### src/rtl/jit_pkg.sv
// Shared types and constants for the JIT code-emission sequencer.
package jit_pkg;

  localparam int ROM_AW = 7;
  localparam int ROM_DW = 32;
  localparam logic [ROM_DW-1:0] ROM_ERR_WORD = 32'hFFFF_FFFF;

  // ARM BL: condition field is don't-care, opcode nibble 1011 at [27:24]
  localparam logic [ROM_DW-1:0] BL_MASK  = 32'h0F00_0000;
  localparam logic [ROM_DW-1:0] BL_MATCH = 32'h0B00_0000;

  typedef enum logic [1:0] {
    IDLE  = 2'd0,
    RUN   = 2'd1,
    DRAIN = 2'd2
  } emit_state_t;

  function automatic logic is_bl(input logic [ROM_DW-1:0] w);
    return (w & BL_MASK) == BL_MATCH;
  endfunction

endpackage

### src/rtl/jit_bl_fixup.sv
// Rewrites the 24-bit offset of a BL word so it branches from its own code-buffer
// address to the requested target word (ARM PC is two words ahead).
module jit_bl_fixup
  import jit_pkg::*;
#(
  parameter int AW = 10
) (
  input  logic [ROM_DW-1:0] i_word,
  input  logic [AW-1:0]     i_addr,
  input  logic [AW-1:0]     i_target,
  output logic [ROM_DW-1:0] o_word
);

  logic [AW-1:0] w_diff;
  logic [23:0]   w_off;

  assign w_diff = i_target - (i_addr + AW'(2));
  assign w_off  = 24'($signed(w_diff));
  assign o_word = is_bl(i_word) ? {i_word[31:24], w_off} : i_word;

endmodule

### src/rtl/jit_emit_seq.sv
// JIT emission sequencer: walks com_rom template words, patches and streams them.
// Optional BL offset fixup is built when JIT_EMIT_BRANCH_FIXUP_EN is defined.
module jit_emit_seq
  import jit_pkg::*;
#(
  parameter int AW   = 10,
  parameter int LENW = 4
) (
  input  logic              i_clk,
  input  logic              i_reset_n,
  input  logic              i_cmd_valid,
  output logic              o_cmd_ready,
  input  logic [ROM_AW-1:0] i_cmd_base,
  input  logic [LENW-1:0]   i_cmd_len,
  input  logic [11:0]       i_cmd_imm,
  input  logic              i_cmd_patch,
  input  logic [LENW-1:0]   i_cmd_pidx,
  input  logic [AW-1:0]     i_cmd_target,
  input  logic              i_flush,
  output logic [ROM_AW-1:0] o_rom_addr,
  input  logic [ROM_DW-1:0] i_rom_data,
  output logic              o_out_valid,
  input  logic              i_out_ready,
  output logic [ROM_DW-1:0] o_out_data,
  output logic [AW-1:0]     o_out_addr,
  output logic              o_done,
  output logic              o_err,
  output logic              o_ovf
);

  emit_state_t       r_state;
  logic [ROM_AW-1:0] r_base;
  logic [LENW-1:0]   r_len;
  logic [LENW-1:0]   r_pidx;
  logic [LENW-1:0]   r_idx;
  logic [11:0]       r_imm;
  logic              r_patch;
  logic [AW-1:0]     r_ptr;
  logic              r_out_valid;
  logic [ROM_DW-1:0] r_out_data;
  logic [AW-1:0]     r_out_addr;
  logic              r_done;
  logic              r_err;
  logic              r_ovf;

  logic              w_idle;
  logic              w_accept;
  logic [ROM_AW-1:0] w_base;
  logic [LENW-1:0]   w_len;
  logic [LENW-1:0]   w_pidx;
  logic [LENW-1:0]   w_idx;
  logic [11:0]       w_imm;
  logic              w_patch;
  logic              w_issue;
  logic              w_hs;
  logic              w_slot;
  logic              w_bad;
  logic              w_load;
  logic              w_last;
  logic [AW-1:0]     w_ptr;
  logic [AW-1:0]     w_load_addr;
  logic [ROM_DW-1:0] w_patched;
  logic [ROM_DW-1:0] w_word;

  // In IDLE the live command fields drive the datapath so word 0 loads on accept.
  assign w_idle   = (r_state == IDLE);
  assign w_accept = w_idle & i_cmd_valid;
  assign w_base   = w_idle ? i_cmd_base  : r_base;
  assign w_len    = w_idle ? i_cmd_len   : r_len;
  assign w_pidx   = w_idle ? i_cmd_pidx  : r_pidx;
  assign w_imm    = w_idle ? i_cmd_imm   : r_imm;
  assign w_patch  = w_idle ? i_cmd_patch : r_patch;
  assign w_idx    = w_idle ? '0 : r_idx;

  assign o_rom_addr = w_base + ROM_AW'(w_idx);

  assign w_issue = (w_accept & (i_cmd_len != '0)) | (r_state == RUN);
  assign w_hs    = r_out_valid & i_out_ready;
  assign w_slot  = ~r_out_valid | i_out_ready;
  assign w_bad   = (i_rom_data == ROM_ERR_WORD);
  assign w_load  = w_issue & w_slot & ~w_bad;
  assign w_last  = (w_idx == (w_len - 1'b1));

  // While a word is held its address equals r_ptr, so a replacing word goes one past it.
  assign w_ptr       = (w_idle & i_flush) ? '0 : r_ptr;
  assign w_load_addr = w_hs ? (r_ptr + AW'(1)) : w_ptr;

  assign w_patched = i_rom_data |
                     ((w_patch && (w_idx == w_pidx)) ? {20'b0, w_imm} : '0);

`ifdef JIT_EMIT_BRANCH_FIXUP_EN
  logic [AW-1:0] r_target;
  logic [AW-1:0] w_target;

  assign w_target = w_idle ? i_cmd_target : r_target;

  always_ff @(posedge i_clk) begin
    if (!i_reset_n)    r_target <= '0;
    else if (w_accept) r_target <= i_cmd_target;
  end

  jit_bl_fixup #(.AW(AW)) u_fixup (
    .i_word   (w_patched),
    .i_addr   (w_load_addr),
    .i_target (w_target),
    .o_word   (w_word)
  );
`else
  logic w_unused_target;
  assign w_unused_target = ^i_cmd_target;
  assign w_word          = w_patched;
`endif

  always_ff @(posedge i_clk) begin
    if (!i_reset_n) begin
      r_state     <= IDLE;
      r_base      <= '0;
      r_len       <= '0;
      r_pidx      <= '0;
      r_idx       <= '0;
      r_imm       <= '0;
      r_patch     <= 1'b0;
      r_ptr       <= '0;
      r_out_valid <= 1'b0;
      r_out_data  <= '0;
      r_out_addr  <= '0;
      r_done      <= 1'b0;
      r_err       <= 1'b0;
      r_ovf       <= 1'b0;
    end else begin
      r_done <= 1'b0;
      r_err  <= 1'b0;

      if (w_hs) begin
        r_ptr       <= r_ptr + AW'(1);
        r_out_valid <= 1'b0;
        if (&r_ptr) r_ovf <= 1'b1;
      end
      if (w_idle & i_flush) begin
        r_ptr <= '0;
        r_ovf <= 1'b0;
      end

      if (w_load) begin
        r_out_valid <= 1'b1;
        r_out_data  <= w_word;
        r_out_addr  <= w_load_addr;
        r_idx       <= w_idx + 1'b1;
      end

      case (r_state)
        IDLE: begin
          if (w_accept) begin
            r_base  <= i_cmd_base;
            r_len   <= i_cmd_len;
            r_pidx  <= i_cmd_pidx;
            r_imm   <= i_cmd_imm;
            r_patch <= i_cmd_patch;
            if (i_cmd_len == '0) begin
              r_done <= 1'b1;
            end else if (w_bad) begin
              r_err  <= 1'b1;
              r_done <= 1'b1;
            end else begin
              r_state <= w_last ? DRAIN : RUN;
            end
          end
        end
        RUN: begin
          // An invalid word aborts the rest; a stalled held word still drains.
          if (w_bad) begin
            r_err <= 1'b1;
            if (r_out_valid & ~i_out_ready) begin
              r_state <= DRAIN;
            end else begin
              r_state <= IDLE;
              r_done  <= 1'b1;
            end
          end else if (w_load & w_last) begin
            r_state <= DRAIN;
          end
        end
        DRAIN: begin
          if (w_hs) r_state <= IDLE;
        end
        default: r_state <= IDLE;
      endcase
    end
  end

  assign o_cmd_ready = w_idle;
  assign o_out_valid = r_out_valid;
  assign o_out_data  = r_out_data;
  assign o_out_addr  = r_out_addr;
  assign o_done      = r_done | ((r_state == DRAIN) & w_hs);
  assign o_err       = r_err;
  assign o_ovf       = r_ovf;

endmodule
### config.mk
export PLATFORM = sky130hd
export DESIGN_NAME = jit_emit_seq
export DESIGN_NICKNAME = d
export VERILOG_FILES = /design/src/rtl/jit_pkg.sv /design/src/rtl/jit_bl_fixup.sv /design/src/rtl/jit_emit_seq.sv
export SDC_FILE = /design/constraint.sdc
export NUM_CORES = 1
export LEC_CHECK = 0
export CAP_MARGIN = 40
export CORE_UTILIZATION = 50
export DETAILED_ROUTE_END_ITERATION = 6
export GPL_TIMING_DRIVEN = 0
export HOLD_SLACK_MARGIN = 0.15
export PLACE_DENSITY = 0.83
export SYNTH_ARGS = -nofsm -noshare
export SYNTH_HDL_FRONTEND = slang
export SYNTH_HIERARCHICAL = 1
export SYNTH_SLANG_ARGS = --single-unit
export TNS_END_PERCENT = 5
### constraint.sdc
create_clock -name i_clk -period 7.7 [get_ports i_clk]
set_input_delay 1.155 -clock i_clk [delete_from_list [all_inputs] [get_ports i_clk]]
set_output_delay 1.155 -clock i_clk [all_outputs]
set_load 0.05 [all_outputs]
# Word level (Yosys, flattened, before mapping)
# Index checks and enable logic that the tools add are counted.
dict set report classes {
  muxes 29
  reduce_logical 9
  n_addsub 4
  bitwise_logic 17
  eq_ne 10
}
# operator count
set ops {}
lappend ops {{32-bit == test, second input constant} 1}
lappend ops {{32-bit by 12-bit OR with 32-bit output} 1}
lappend ops {{12-bit two-way mux} 2}
lappend ops {{10-bit two-way mux} 2}
lappend ops {{2-bit two-way mux} 8}
lappend ops {{4-bit two-way mux} 3}
lappend ops {{11-bit AND reduction} 1}
lappend ops {{10-bit by 1-bit adder with 10-bit output, second input constant} 1}
lappend ops {{1-bit two-way mux} 10}
lappend ops {{1-bit bitwise AND} 9}
lappend ops {{4-bit == test} 2}
lappend ops {{7-bit by 4-bit adder with 7-bit output} 1}
lappend ops {{7-bit two-way mux} 1}
lappend ops {{2-bit inequality test, second input constant} 3}
lappend ops {{2-bit one-hot mux with 3 select lines} 1}
lappend ops {{5-bit AND reduction} 1}
lappend ops {{4-bit by 1-bit adder with 4-bit output, second input constant} 1}
lappend ops {{4-bit logical NOT} 1}
lappend ops {{1-bit inverter} 4}
lappend ops {{1-bit one-hot mux with 2 select lines} 2}
lappend ops {{4-bit nonzero test} 1}
lappend ops {{4-bit by 1-bit subtractor with 4-bit output, second input constant} 1}
lappend ops {{3-bit by 2-bit inequality test with 1-bit output, second input constant} 1}
lappend ops {{1-bit OR} 3}
lappend ops {{8 further kinds} 8}
dict set report word_totals {
  elab_cells 83
  register_bits 90
}

# Depth between registers and ports, before layout
# Gate-level depths: netlist of the first run.
dict set report depth {
  ltp_word 10
  mapped_depth 15
  depth_no_buf 12
}

# Worst setup path before layout of the first run
# No wires, ideal clock.
dict set report synth_timing {
  path_type {reg-to-output}
  from {register r_state[1]}
  to {output o_rom_addr[6]}
  t_arrival_ps 3031
  slack_ps 3514
  stages_incl_launch_ff 16
  required_ps 6545
  path_cell_list {dfxtp_1 or2_1 buf_6 clkinv_8 buf_4 buf_2 nand2_1 nand2_1 ha_1 inv_1 fa_1 inv_1 a21o_1 a21oi_1 nor3_1 xnor2_1}
}
dict set report synth_between {
  elab_chain_cells 3
  elab_cells_between_ends 4
  cone_classes {add/sub: 1; mux: 2; reduce/logical: 1}
}
# item line_no
set synth_rtl {}
lappend synth_rtl {{start, declared} jit_emit_seq.sv:31} ;# emit_state_t r_state;
lappend synth_rtl {{start signal, assigned} jit_emit_seq.sv:165} ;# r_state <= w_last ? DRAIN : RUN;
lappend synth_rtl {{2-bit logical NOT (*)} jit_emit_seq.sv:66} ;# assign w_idle = (r_state == IDLE);
lappend synth_rtl {{named net o_cmd_ready} jit_emit_seq.sv:12} ;# output logic o_cmd_ready,
lappend synth_rtl {{7-bit two-way mux or 4-bit two-way mux (tied branches)} {jit_emit_seq.sv:68, jit_emit_seq.sv:73}}
lappend synth_rtl {{7-bit by 4-bit adder with 7-bit output (*)} jit_emit_seq.sv:75} ;# assign o_rom_addr = w_base + ROM_AW'(w_idx);
lappend synth_rtl {{end, declared} jit_emit_seq.sv:20} ;# output logic [ROM_AW-1:0] o_rom_addr,
# The timed path passes the listed nets; every way through them passes the cells marked *.

# Final worst setup path of the first run
dict set report layout_timing {
  from {register r_state[1]}
  to {output o_rom_addr[6]}
}
dict set report layout_between {
  elab_chain_cells 3
  elab_cells_between_ends 4
  cone_classes {add/sub: 1; mux: 2; reduce/logical: 1}
}
# item line_no
set layout_rtl {}
lappend layout_rtl {{2-bit logical NOT (*)} jit_emit_seq.sv:66}
lappend layout_rtl {{7-bit two-way mux or 4-bit two-way mux (tied branches)} {jit_emit_seq.sv:68, jit_emit_seq.sv:73}}
lappend layout_rtl {{7-bit by 4-bit adder with 7-bit output (*)} jit_emit_seq.sv:75}
# Every way passes the cells marked *; elsewhere a longest branch is shown, timed or not.

==> results.sh, run 1 <==
export IMPL_wire_per_inst_um=16.2
export IMPL_fin_crit_sh_pct=65.9
export IMPL_path_max_fanout=10
export IMPL_grt_max_degree=16
export IMPL_grt_usage_pct=28.0
export IMPL_wirelength_mm=12.4
export IMPL_drtAntennaViolNets=0
export IMPL_syn_mean_instance_area_um2=8.23
export IMPL_irDropWorstVdd_uv=199
export IMPL_gr_total_overflow=0
export IMPL_clkSinkCount=90
export IMPL_drtIter0Drc=194
export IMPL_worstPathArrival_ns=3.92
export IMPL_antenna_found_initial=0
export IMPL_dp_cells=750
export IMPL_synth_cell_types=50
export IMPL_cts_buffer_depth=2
export IMPL_rows=33
export IMPL_p_leak_nw=2.29
export IMPL_worstHoldPathType="reg -> reg"
export IMPL_reg2regPathDepth=9
export IMPL_num_antenna_cells=0
export IMPL_die_h_um=95.1
export IMPL_hold_buffers=0
export IMPL_netlist_area_um2=4340
export IMPL_rsz0062_at_grt="no"
export IMPL_start_util_pct=52.3
export IMPL_clk_latency_ns=0.37
export IMPL_htree_levels=3
export IMPL_yosysMostFrequentCell="nand2_1"
export IMPL_crit_type="reg -> out"
export IMPL_critPathCaptureType="primary output"
export IMPL_fmax_mhz=197
export IMPL_post_route_min_period_ns=5.08
export IMPL_relSlewSlack_pct=58.1
export IMPL_drv_slew=0
export IMPL_worstPathRequired_ns=6.55
export IMPL_synthFlopType="dfxtp_1"
export IMPL_port_buffers=118
export IMPL_worstSetupStartpointType="flop"
export IMPL_cts_repair_resized=0
export IMPL_yosys_warnings=6
export IMPL_p_per_area_nw_per_um2=403
export IMPL_place_gp_congestion=0.887
export IMPL_coreArea_um2=8300
export IMPL_ios=129
export IMPL_syn2layout_area_growth_pct=35.3
export IMPL_final_util_pct=70.7
export IMPL_drive_above_1_share_pct=7.11
export IMPL_dpl_hpwl_mm=9.24
export IMPL_syn_inst=527
export IMPL_ys_top_cells_by_area="dfxtp_1 42%, nand2_1 12%, a21oi_1 4.6%"
export IMPL_nets=739
export IMPL_finalSetupTns_ns=0
export IMPL_synth_seq_cells=90
export IMPL_clk_pin_slew_ns=0.10
export IMPL_cap_violations=0
export IMPL_die_area_um2=9050
export IMPL_setup_viol=0
export IMPL_drcViolationCount=0
export IMPL_hold_depth=2
export IMPL_synth_top_area_share_pct=41.5
export IMPL_seq_area_frac_synth_pct=41.5
export IMPL_dr_pass1_iters=5
export IMPL_synth_commonest_cells="134 x nand2_1, 90 x dfxtp_1, 40 x a21oi_1"
export IMPL_cts_setup_buffers=0
export IMPL_grt_pass1_wl_mm=19.5
export IMPL_finalNonFillerCells=766
export IMPL_cts_root_buf="clkbuf_8"
export IMPL_synth_edf_count=0
export IMPL_postSynthNetCount=610
export IMPL_routed_via_density=5.66
export IMPL_grt_pass1_vias=4089
export IMPL_vias=4335
export IMPL_status="completed"
export IMPL_async_reset_ff_share_pct=0
export IMPL_fin_worst_skew_ns=0.0122
export IMPL_hold_viol=0
export IMPL_yosysTopAreaCell="dfxtp_1"
export IMPL_worst_pin_slew_ns=0.623
export IMPL_cts_made_buffers=9
export IMPL_cts_tree="done"
export IMPL_fp_dieW_um=95.1
-- per-stage QoR --
stage / area (um2) / worst slack [ns] / power (mW) / hold slack (ns)
6_report: 5870 / 2.62 / 2.36 / 0.458
2_1_floorplan: 4340 / 3.51 / 1.59 / 0.436
3_3_place_gp: 5650 / 2.75 / 1.97 / 0.441
3_5_place_dp: 5650 / 2.68 / 2.00 / 0.447
4_1_cts: 5870 / 2.63 / 2.36 / 0.460
5_1_grt: 5870 / 2.42 / 2.49 / 0.480
-- sequential cells by signal, summed over array words and instances (netlist names), 2 cells and up --
register	cells
o_out_addr	10
r_ptr	10
r_base	7
o_out_data	32
r_len	4
r_idx	4
r_pidx	4
r_imm	12
r_state	2
-- layer usage --
metal,part of all wire [%],wire (um),track usage (%)
met1,42,5200,34.5
met2,49,6050,48.6
met3,6.9,849,4.07
met4,2.2,277,11.1
met5,0,0,0
-- critical path, cell delays in order (launching register included) --
cell and delay (ns):
dfxtp_1 0.38, or2_1 0.24, buf_6 0.15, clkinv_8 0.07, buf_4 0.19, buf_2 0.26, nand2_1 0.08, nand2_1 0.07
ha_1 0.17, inv_1 0.06, fa_1 0.40, inv_1 0.08, a21o_1 0.11, a21oi_1 0.09, nor3_1 0.24, xnor2_1 0.15
clkdlybuf4s50_1 0.82
-- power breakdown --
group          total, mW  internal [mW]  switching [mW]
Clock              0.360          0.184           0.176
Sequential         0.656          0.582          0.0744
Combinational       1.35          0.479           0.867
-- cells in the final DEF (no fill, tap or decap), types with 3 or more instances in the layout --
cell type	n
o221a_2	13
nor4_1	4
buf_2	9
dfxtp_1	90
clkbuf_8	9
a21boi_0	25
ha_1	7
clkdlybuf4s50_1	118
nand4_1	10
nand3_1	4
o21ai_0	30
and2_1	7
a21o_1	4
nand2_1	134
nor3_1	10
clkbuf_1	21
nor2_1	23
o211ai_1	4
a31oi_1	6
buf_4	3
xor2_1	9
xnor2_1	14
nand2b_1	6
mux2i_1	17
a21oi_1	40
inv_1	7
-- logic make-up after synthesis --
family | count (synthesis) | synth area share [%]
and+or+nand+nor | 214 | 22.4
AOI/OAI and AO/OA | 133 | 20.4
DFF | 90 | 41.5
buffers and inverters | 42 | 4.61
xor gates and xnor gates | 23 | 4.64
muxes | 17 | 3.92
adders and majority gates | 8 | 2.48
-- final timing paths --
path,slack (ns),end,startpoint
hold reg to reg,0.46,o_out_addr[2],o_out_addr[2]
setup / recovery,2.62,o_rom_addr[6],r_state[1]
hold / removal,0.46,o_out_addr[2],o_out_addr[2]
setup reg to reg,5.25,r_state[1],r_state[1]
-- area by class of cell --
cell class	instances	area, um2
fillers	653	2430
multi-input cells	395	2340
flip-flops and latches	90	1800
repair buffers	118	1180
plain buffers	34	158
well taps	105	131
clock buffers	10	128
clock inverters	6	90.1
inverters	8	42.5
Power figures use the tool's default switching activity.
==> run 2: changes to the inputs <==
- CORE_UTILIZATION: 50 -> 43
- PLACE_DENSITY: 0.83 -> 0.76
- clock period: 7.7 -> 4.5 ns (I/O delays scaled with it)
==> run 2 against run 1 <==
Register-to-register slack worse by 3.2 ns; sequential share of layout area hardly changed; power is 66% higher; core utilization is 11 points lower; via count is 2.6% lower; critical path type unchanged; highest routed layer unchanged.
==> results.sh, run 2 (same netlist as run 1, synthesis figures left out) <==
export IMPL_status="completed"
export IMPL_finalNonFillerCells=794
export IMPL_dr_pass1_iters=4
export IMPL_path_cells="or2_1, buf_6, clkinv_8, buf_4, buf_2, nand2_1, nand2_1, ha_1, a21o_1, a21o_1, a21oi_1, nor2_1, xnor2_1, clkdlybuf4s50_1"
export IMPL_clk_latency_ns=0.36
export IMPL_grt_max_degree=16
export IMPL_switching_share_pct=48.3
export IMPL_drv_slew=0
export IMPL_final_common_cell="nand2_1"
export IMPL_nets=739
export IMPL_drcViolationCount=0
export IMPL_htree_levels=3
export IMPL_rows=36
export IMPL_reg2regPathDepth=9
export IMPL_rsz0062_at_grt="no"
export IMPL_r2r_end="r_state[1]"
export IMPL_crit_type="reg -> out"
export IMPL_routed_via_density=5.32
export IMPL_clk_pin_slew_ns=0.09
export IMPL_cts_buffer_depth=2
export IMPL_grt_pass1_wl_mm=19.1
export IMPL_start_util_pct=44.4
export IMPL_hold_viol=0
export IMPL_r2r_slack_ns=2.06
export IMPL_syn2layout_area_growth_pct=35.1
export IMPL_worstSetupStartpointType="flop"
export IMPL_dpl_hpwl_mm=9.01
export IMPL_fp_dieW_um=102
export IMPL_port_buffers=118
export IMPL_whs_ns=0.457
export IMPL_worstHoldPathType="reg -> reg"
export IMPL_p_seq_share_pct=28.5
export IMPL_fmax_mhz=234
export IMPL_die_h_um=102
export IMPL_post_route_min_period_ns=4.27
export IMPL_hold_depth=2
export IMPL_ios=129
export IMPL_die_area_um2=10500
export IMPL_cts_made_buffers=9
export IMPL_hold_end="o_out_data[20]"
export IMPL_relSlewSlack_pct=59.6
export IMPL_gr_total_overflow=0
export IMPL_cts_root_buf="clkbuf_8"
export IMPL_crit_path_max_incr_delay_ns=0.82
export IMPL_critPathCaptureType="primary output"
export IMPL_setup_viol=0
export IMPL_p_switching_mw=1.89
export IMPL_hold_buffers=0
export IMPL_p_leak_nw=2.28
export IMPL_path_max_fanout=10
export IMPL_cts_tree="done"
export IMPL_drtAntennaViolNets=0
export IMPL_final_cell_mix="134 x nand2_1, 116 x clkdlybuf4s50_1, 90 x dfxtp_1, 40 x a21oi_1, 30 x o21ai_0"
export IMPL_grt_usage_pct=23.5
export IMPL_vias=4223
export IMPL_worst_pin_slew_ns=0.600
export IMPL_num_antenna_cells=0
export IMPL_drive_above_1_share_pct=7.41
export IMPL_fin_crit_sh_pct=94.9
export IMPL_rr_startpoint="r_state[1]"
export IMPL_wire_per_inst_um=15.1
export IMPL_power_mw=3.92
export IMPL_crit_family="buffers and inverters"
export IMPL_finalSetupTns_ns=0
export IMPL_p_int_mw=2.03
export IMPL_crit_path_top_delay_cell="clkdlybuf4s50_1"
export IMPL_irDropWorstVdd_uv=263
export IMPL_largest_reg_flops=32
export IMPL_coreArea_um2=9770
export IMPL_min_from="o_out_data[20]"
export IMPL_power_frac_clock_pct=12.9
export IMPL_worst_path_buf_inv=5
export IMPL_antenna_found_initial=0
export IMPL_place_gp_congestion=0.906
export IMPL_worstPathArrival_ns=3.60
export IMPL_dp_cells=778
export IMPL_grt_pass1_vias=4028
export IMPL_worstPathRequired_ns=3.83
export IMPL_combPwrFrac_pct=58.5
export IMPL_clkSinkCount=90
export IMPL_wirelength_mm=12.0
export IMPL_cap_violations=0
export IMPL_p_per_area_nw_per_um2=668
export IMPL_fin_worst_skew_ns=0.0100
export IMPL_drtIter0Drc=238
## run 2: changes by cell type in the layout (fill, tap and decap cells not counted), sizes merged
cell / previous run / this run
dlymetal6s2s: 0 / 1
clkdlybuf4s50: 118 / 116
clkinvlp: 1 / 3
clkbuf: 30 / 31
bufinv: 2 / 0
## run 2: cell type report
class / instances / area, um2
Buffer: 34 / 158
Clock buffer: 10 / 138
Clock inverter: 6 / 41.3
Fill cell: 887 / 3910
Inverter: 8 / 42.5
Multi-Input combinational cell: 395 / 2340
Sequential cell: 90 / 1800
Tap cell: 133 / 166
Timing Repair Buffer: 118 / 1180
## run 2: metal layers
layer | track usage [%] | part of all wire, %
met1 | 30.1 | 44
met2 | 40.2 | 49
met3 | 3.83 | 5.4
met4 | 7.69 | 1.9
met5 | 0 | 0
## run 2: what timing repair did
action                                  4_1_cts  5_1_grt
endpoints found under the setup margin        1        2
resized for setup                             1        3
setup buffers                                 0        0
## run 2: worst max-delay path by stage
stage | end | cells past startpoint | from
floorplan | o_rom_addr[6] | 15 | r_state[1]
global placement | o_rom_addr[6] | 16 | r_state[1]
detailed placement | o_rom_addr[6] | 16 | r_state[1]
CTS | o_rom_addr[4] | 15 | r_state[1]
global route | o_rom_addr[5] | 14 | r_state[1]
finish | o_rom_addr[5] | 14 | r_state[1]
## run 2: stage by stage
step / worst slack [ns] / utilization, % / instance area (um2)
floorplan: 0.794 / - / 4340
global placement: 0.359 / 58.2 / 5690
detailed placement: 0.318 / 58.2 / 5690
CTS: 0.122 / 60.0 / 5860
global route: 0.0120 / 60.0 / 5860
finish: 0.229 / 60.0 / 5860
## run 2: power by group through the flow
stage | clock network, mW | registers [mW] | logic [mW]
2_1_floorplan | 0 | 1.58 | 1.14
3_3_place_gp | 0 | 1.13 | 2.27
3_5_place_dp | 0 | 1.13 | 2.29
4_1_cts | 0.515 | 1.12 | 2.30
5_1_grt | 0.555 | 1.14 | 2.46
6_report | 0.506 | 1.12 | 2.29
## run 2: tightest hold or removal path, delay by kind of cell (launching register included)
kind,cells,cell delay (ns)
DFF,1,0.32
and+or+nand+nor,1,0.05
AOI/OAI and AO/OA,1,0.05
==> run 3: changes to the inputs <==
--- a/config.mk
+++ b/config.mk
@@ -7,3 +7,2 @@
 export LEC_CHECK = 0
-export CAP_MARGIN = 40
 export CORE_UTILIZATION = 43
--- a/constraint.sdc
+++ b/constraint.sdc
@@ -3,2 +3,2 @@
 set_output_delay 0.675 -clock i_clk [all_outputs]
-set_load 0.05 [all_outputs]
+set_load 0.01 [all_outputs]
==> run 3 against run 2 <==
Clock power barely moved; fmax increased by 3.3%; die area unchanged; largest power group unchanged; combinational power down 24%; via count fell by 1.0%; largest cell class unchanged; critical endpoint is now o_rom_addr[6].
==> results.sh, run 3 (same netlist as run 1, synthesis figures left out) <==
export IMPL_final_common_cell="nand2_1"
export IMPL_fillers=888
export IMPL_r2r_slack_ns=2.24
export IMPL_die_area_um2=10500
export IMPL_coreArea_um2=9770
export IMPL_grt_pass1_wl_mm=19.1
export IMPL_wirelength_mm=12.0
export IMPL_die_h_um=102
export IMPL_cts_made_buffers=9
export IMPL_worstPathRequired_ns=3.83
export IMPL_hold_buffers=0
export IMPL_largest_reg_flops=32
export IMPL_vias=4179
export IMPL_gr_total_overflow=0
export IMPL_critPathCaptureType="primary output"
export IMPL_htree_levels=3
export IMPL_hold_viol=0
export IMPL_finalSetupTns_ns=0
export IMPL_wl_met1_mm=5.48
export IMPL_worstPathArrival_ns=3.46
export IMPL_fp_dieW_um=102
export IMPL_worstSetupStartpointType="flop"
export IMPL_p_leak_nw=2.26
export IMPL_path_max_fanout=19
export IMPL_drtIter0Drc=215
export IMPL_nets=737
export IMPL_cap_violations=0
export IMPL_start_util_pct=44.4
export IMPL_cts_repair_resized=0
export IMPL_worstHoldPathType="reg -> reg"
export IMPL_port_buffers=118
export IMPL_post_route_min_period_ns=4.13
export IMPL_grt_max_degree=16
export IMPL_antenna_found_initial=0
export IMPL_wire_per_inst_um=15.1
export IMPL_fin_crit_sh_pct=91.9
export IMPL_finalInstanceArea_um2=5860
export IMPL_worst_pin_slew_ns=0.602
export IMPL_rows=36
export IMPL_grt_usage_pct=23.5
export IMPL_grt_pass1_vias=4028
export IMPL_place_area_um2=5690
export IMPL_dr_pass1_iters=4
export IMPL_fin_worst_skew_ns=0.00996
export IMPL_cts_buffer_depth=2
export IMPL_ios=129
export IMPL_cts_tree="done"
export IMPL_place_gp_congestion=0.906
export IMPL_irDropWorstVdd_uv=217
export IMPL_p_per_area_nw_per_um2=575
export IMPL_hold_depth=2
export IMPL_drv_slew=0
export IMPL_cts_setup_buffers=0
export IMPL_clk_latency_ns=0.36
export IMPL_reg2regPathDepth=10
export IMPL_fmax_mhz=242
export IMPL_dr_wl_met3_um=466
export IMPL_drtAntennaViolNets=0
export IMPL_cts_root_buf="clkbuf_8"
export IMPL_status="completed"
export IMPL_rsz0062_at_grt="no"
export IMPL_dp_cells=778
export IMPL_crit_type="reg -> out"
export IMPL_dpl_hpwl_mm=9.01
export IMPL_drcViolationCount=0
export IMPL_num_antenna_cells=0
export IMPL_relSlewSlack_pct=59.5
export IMPL_syn2layout_area_growth_pct=35.0
export IMPL_final_cell_mix="134 x nand2_1, 118 x clkdlybuf4s50_1, 90 x dfxtp_1, 40 x a21oi_1, 30 x o21ai_0"
export IMPL_clk_pin_slew_ns=0.09
export IMPL_clkSinkCount=90
export IMPL_wl_met2_mm=5.78
export IMPL_maxUsedRoutingLayer="met4"
export IMPL_setup_viol=0
export IMPL_routed_via_density=5.28
export IMPL_finalNonFillerCells=792
export IMPL_drive_above_1_share_pct=7.13
[run 3: cell types whose count changed in the layout (fill, tap and decap cells not counted), sizes merged]
cell / change
buf: -1
clkbuf: -2
clkdlybuf4s50: +2
dlymetal6s2s: -1
[run 3: final cells by class]
class | count | area (um2) | share of cell area [%]
multi-input combinational | 395 | 2340 | 39.9
sequential | 90 | 1800 | 30.8
timing repair buffer | 118 | 1180 | 20.2
tap | 133 | 166 | 2.84
buffer | 32 | 149 | 2.54
clock buffer | 10 | 138 | 2.35
inverter | 8 | 42.5 | 0.726
clock inverter | 6 | 41.3 | 0.705
[run 3: worst paths after layout]
check                         to            from
setup / recovery   o_rom_addr[6]      r_state[1]
hold / removal    o_out_data[20]  o_out_data[20]
setup reg to reg      r_state[1]      r_state[1]
hold reg to reg   o_out_data[20]  o_out_data[20]
[run 3: critical path, stage by stage, from the launching register on]
cell and delay [ns]:
dfxtp_1 0.37, or2_1 0.24, buf_6 0.17, clkinv_8 0.07, buf_4 0.26, nand2_1 0.09
nand2_1 0.07, ha_1 0.16, inv_1 0.06, fa_1 0.41, inv_1 0.08, a21o_1 0.11
a21oi_1 0.09, nor3_1 0.24, xnor2_1 0.14, clkdlybuf4s50_1 0.55
[run 3: where the power goes]
group / internal, mW / switching [mW] / leakage [nW]
Combinational: 0.814 / 0.929 / 1.44
Clock: 0.216 / 0.291 / 0.0847
Sequential: 0.996 / 0.121 / 0.738
Total: 2.02 / 1.34 / 2.26
[run 3: stage by stage]
| stage | utilization (%) | hold WS, ns | setup WS, ns | total power [mW] |
|---|---|---|---|---|
| after floorplan | - | 0.436 | 1.35 | 2.18 |
| after global placement | 58.2 | 0.441 | 0.626 | 2.85 |
| after detailed placement | 58.2 | 0.448 | 0.585 | 2.89 |
| after CTS | 60.0 | 0.460 | 0.167 | 3.40 |
| after global routing | 59.9 | 0.478 | 0.0380 | 3.61 |
| final | 59.9 | 0.457 | 0.366 | 3.37 |
[run 3: routing by layer]
metal	up-vias	track usage [%]
li1	2087	-
met1	1958	30.1
met2	117	40.2
met3	17	3.83
met4	0	7.69
met5	-	0
